$ cat config.mk
export PLATFORM = sky130hd
export DESIGN_NAME = mmio_uart_tx
export DESIGN_NICKNAME = d
export VERILOG_FILES = /design/src/rtl/mmio_uart_tx.sv
export SDC_FILE = /design/constraint.sdc
export NUM_CORES = 1
export LEC_CHECK = 0
export BUFFER_PORTS_ARGS = -buffer_cell sky130_fd_sc_hd__buf_2
export CORE_MARGIN = 1.5
export CORE_UTILIZATION = 52
export CTS_CLUSTER_SIZE = 10
export DETAILED_ROUTE_END_ITERATION = 12
export PLACE_DENSITY = 0.86
export SYNTH_ARGS = -nofsm -noshare
export SYNTH_HDL_FRONTEND = slang
export SYNTH_SLANG_ARGS = --single-unit
$ cat constraint.sdc
create_clock -name clk -period 5.5 [get_ports clk]
set_input_delay 1.1 -clock clk [delete_from_list [all_inputs] [get_ports clk]]
set_output_delay 1.1 -clock clk [all_outputs]
set_load 0.03 [all_outputs]
$ cat src/rtl/mmio_uart_tx.sv
`timescale 1ns/1ps
// mmio_uart_tx: memory-mapped 8N1 UART transmitter with a byte FIFO.
// Ports:
//   clk       - system clock, rising edge
//   reset     - asynchronous active-low reset
//   MemWrite  - processor store strobe
//   DataAdr   - processor data address
//   WriteData - processor store data
//   ReadData  - combinational register read data (TXDATA reads 0, STATUS)
//   tx        - serial line, idle high
//   tx_busy   - frame in progress or bytes queued
module mmio_uart_tx #(
    parameter int          CLKS_PER_BIT = 16,
    parameter int          FIFO_DEPTH   = 4,
    parameter logic [31:0] BASE_ADDR    = 32'h0000_0400
) (
    input  logic        clk,
    input  logic        reset,
    input  logic        MemWrite,
    input  logic [31:0] DataAdr,
    input  logic [31:0] WriteData,
    output logic [31:0] ReadData,
    output logic        tx,
    output logic        tx_busy
);
    localparam int          PW        = $clog2(FIFO_DEPTH);
    localparam int          BW        = $clog2(CLKS_PER_BIT);
    localparam logic [PW:0] FULL      = (PW+1)'(FIFO_DEPTH);
    localparam logic [BW-1:0] LAST    = BW'(CLKS_PER_BIT - 1);
    localparam logic [31:0] STAT_ADDR = BASE_ADDR + 32'd4;

    typedef enum logic [1:0] {IDLE, START, DATA, STOP} state_t;

    state_t        state;
    logic [7:0]    mem [FIFO_DEPTH];
    logic [PW-1:0] rd_ptr, wr_ptr;
    logic [PW:0]   count;
    logic [7:0]    shreg;
    logic [2:0]    idx;
    logic [BW-1:0] baud;
    logic          overflow;
    logic          sel_data, sel_stat, push_req, push, pop, ovf_clr;
    logic          bit_end, full, empty, active;
    logic          unused_wd;

    assign sel_data = DataAdr == BASE_ADDR;
    assign sel_stat = DataAdr == STAT_ADDR;
    assign push_req = MemWrite && sel_data;
    assign ovf_clr  = MemWrite && sel_stat && WriteData[3];
    assign full     = count == FULL;
    assign empty    = count == '0;
    assign active   = state != IDLE;
    assign bit_end  = baud == '0;
    // The FSM takes a byte when idle, or at the end of a stop bit so frames abut.
    assign pop      = !empty && (state == IDLE || (state == STOP && bit_end));
    // A simultaneous pop frees a slot, so a push into a full FIFO still lands.
    assign push     = push_req && (!full || pop);
    assign tx_busy  = active || !empty;
    assign ReadData = sel_stat ? {24'h0, 4'(count), overflow, active, empty, full} : 32'h0;
    assign unused_wd = ^WriteData[31:8];

    always_ff @(posedge clk)
        if (push) mem[wr_ptr] <= WriteData[7:0];

    always_ff @(posedge clk or negedge reset) begin
        if (!reset) begin
            rd_ptr   <= '0;
            wr_ptr   <= '0;
            count    <= '0;
            overflow <= 1'b0;
        end else begin
            if (push) wr_ptr <= wr_ptr + PW'(1);
            if (pop) rd_ptr <= rd_ptr + PW'(1);
            if (push && !pop) count <= count + (PW+1)'(1);
            else if (pop && !push) count <= count - (PW+1)'(1);
            if (push_req && !push) overflow <= 1'b1;
            else if (ovf_clr) overflow <= 1'b0;
        end
    end

    always_ff @(posedge clk or negedge reset) begin
        if (!reset) begin
            state <= IDLE;
            tx    <= 1'b1;
            shreg <= '0;
            idx   <= '0;
            baud  <= '0;
        end else begin
            case (state)
                IDLE: if (pop) begin
                    state <= START;
                    tx    <= 1'b0;
                    shreg <= mem[rd_ptr];
                    baud  <= LAST;
                end
                START: if (bit_end) begin
                    state <= DATA;
                    tx    <= shreg[0];
                    idx   <= '0;
                    baud  <= LAST;
                end else baud <= baud - BW'(1);
                DATA: if (bit_end) begin
                    baud <= LAST;
                    if (idx == 3'd7) begin
                        state <= STOP;
                        tx    <= 1'b1;
                    end else begin
                        shreg <= shreg >> 1;
                        tx    <= shreg[1];
                        idx   <= idx + 3'd1;
                    end
                end else baud <= baud - BW'(1);
                STOP: if (bit_end) begin
                    if (pop) begin
                        state <= START;
                        tx    <= 1'b0;
                        shreg <= mem[rd_ptr];
                        baud  <= LAST;
                    end else begin
                        state <= IDLE;
                        tx    <= 1'b1;
                    end
                end else baud <= baud - BW'(1);
                default: state <= IDLE;
            endcase
        end
    end
endmodule

==> metrics.yaml <==
outcome: "completed"
die_w_um: 80.8
io_buffers: 51
synth_warnings: 0
cts_tree: "built"
post-route-min-period_ns: 3.78
hold_path_class: "flip-flop to flip-flop"
max_freq_mhz: 265
grt_pass1_vias: 1946
worstSetupPathType: "input port to output pin"
grt_max_degree: 27
nets: 369
fin_worst_skew_ns: 0.00485
netlist_area_mm2: 0.00315
postRouteAntennaNets: 0
diodes: 0
p_per_area_mw_per_mm2: 267
post_cts_buffers: 0
ys_ff_latch: 58
hpwl_mm: 4.12
worst_pin_slew_ns: 0.642
post-route-util: 0.604
synth_edf_count: 32
maxSlewHeadroom: 0.572
stdcell_count: 367
clk_latency_ns: 0.35
core_mm2: 0.00589
max-vdd-ir-drop_uv: 203
ys_seq_area_frac: 0.512
ctsResizeCount: 0
drt_iter0_markers: 109
synthArstFlopShare: 0.448
drt-pass1-iter-count: 4
dpl_cell_area_mm2: 0.00333
hold_start: "tx"
via_count: 1986
leakagePower_nw: 1.48
syn_avg_cell_area_um2: 13.5
die_area_mm2: 0.00653
start_util: 0.535
crit_required_ns: 4.40
ys_types: 50
synth_cells: 234
dpl_worst_slack_ns: 1.69
reg2reg_from: "state[1]"
gp_congestion: 0.795
wirelength_mm: 5.58
rsz0062_at_grt: "false"
dp.cells: 351
rows: 28
wl_per_cell_um: 15.2
crit_fanout: 6
cts_buffers: 9
clkSinkCount: 58
finalHoldViolCount: 0
slew_viol_final: 0
final_cell_area_mm2: 0.00356
hold_buffers: 0
drc: 0
grt_usage: 0.191
hold_ws_ns: 0.476
cap_violations: 0
layout_setup_ws_ns: 1.72
min_period_over_period: 0.687
crit_path_start_kind: "input port"
die_h_um: 80.8
htree_levels: 3
cts.path.max_buffers: 2
area_delta_synth_final_pct: 12.9
setup_viol: 0
p_total_uw: 949
end_kind: "output pin"
path_clk_slew_ns: 0.07
avgViaCountPerCell: 5.41
cts-root-buf: "clkbuf_8"
crit_path_start: "DataAdr[1]"
io_pins: 101
ys.flop_type: "edfxtp_1"
drive_gt1_frac: 0.353
critPathArrivalTime_ns: 2.68
grt_first_pass_wirelength_mm: 9.00
overflow: 0
antenna_found_initial: 0
tns_ns: 0
[cell families after synthesis]
group | after synthesis | synth area share
multiplexers | 27 | 0.136
other | 1 | 0.00119
adder cells (fa/ha/maj) | 15 | 0.0620
AND/OR/NAND/NOR | 47 | 0.0950
buffers and inverters | 43 | 0.0938
AO/OA/AOI/OAI | 37 | 0.0834
flip-flops | 58 | 0.512
XOR/XNOR | 6 | 0.0167
[report_power, final]
part / total, mW / internal (mW) / switching [mW]
Sequential: 0.459 / 0.459 / 0.000000000844
Clock: 0.444 / 0.258 / 0.186
Combinational: 0.0456 / 0.0116 / 0.0340
[final cells by class]
| cell class | count | area [um^2] |
|---|---|---|
| Fill cell | 456 | 2330 |
| Sequential cell | 58 | 1610 |
| Multi-Input combinational cell | 157 | 1330 |
| Timing Repair Buffer | 51 | 255 |
| Clock buffer | 9 | 124 |
| Clock inverter | 7 | 101 |
| Tap cell | 75 | 93.8 |
| Inverter | 10 | 37.5 |
[placed cells by master (no fill, tap or decap), types with 8 or more instances in the layout]
cell type / n
inv_1: 10
and2_1: 10
clkbuf_8: 9
conb_1: 25
dfrtp_1: 25
o21ai_0: 9
mux4_2: 8
mux2_4: 9
edfxtp_1: 32
mux2_2: 10
ha_1: 14
buf_2: 51
[synthesized netlist by cell type (all sizes together) (2+ instances only)]
cell,instances,share of area
nor2,5,0.0060
dfrtp,25,0.20
a22o,5,0.014
o21ai,10,0.016
clkbuf,3,0.0068
nor3,6,0.0095
mux2,19,0.079
nand2,5,0.0060
a2bb2oi,2,0.0056
a21oi,6,0.0095
or2,2,0.0040
buf,30,0.075
xor2,2,0.0056
and2,10,0.020
nor4,7,0.019
o22a,3,0.0083
ha,14,0.056
xnor2,4,0.011
o31ai,4,0.0095
edfxtp,32,0.31
inv,10,0.012
mux4,8,0.057
nand4,2,0.0040
nand3,2,0.0032
[flip-flops by register name, indices dropped and copies added (netlist names)]
signal and flops:
baud 4, count 3, idx 3, mem 32, overflow 1, rd_ptr 2
shreg 8, state 2, tx 1, wr_ptr 2
[metal layers]
metal  vias up  global-route usage  part of all wire
li1        925                   -                 -
met1       978               0.223              0.41
met2        75               0.324              0.52
met3         8              0.0708             0.057
met4         0              0.0621             0.016
met5         -                   0                 0
[path summary, 6_finish.rpt]
kind | to | slack, ns | cells past startpoint
max | ReadData[0] | 1.72 | 6
min | tx | 0.48 | 2
max reg2reg | count[2] | 2.54 | 10
min reg2reg | tx | 0.48 | 2
max in group asynchronous | idx[0] | 4.37 | 1
min in group asynchronous | state[1] | 0.75 | 1
[worst max-delay path: stages]
cell     delay [ns]
buf_2          0.09
nor4_1         0.29
nand4_1        0.26
nor3_1         0.51
and3_1         0.24
buf_2          0.19
Note: power is estimated with default switching activity, not from simulation.
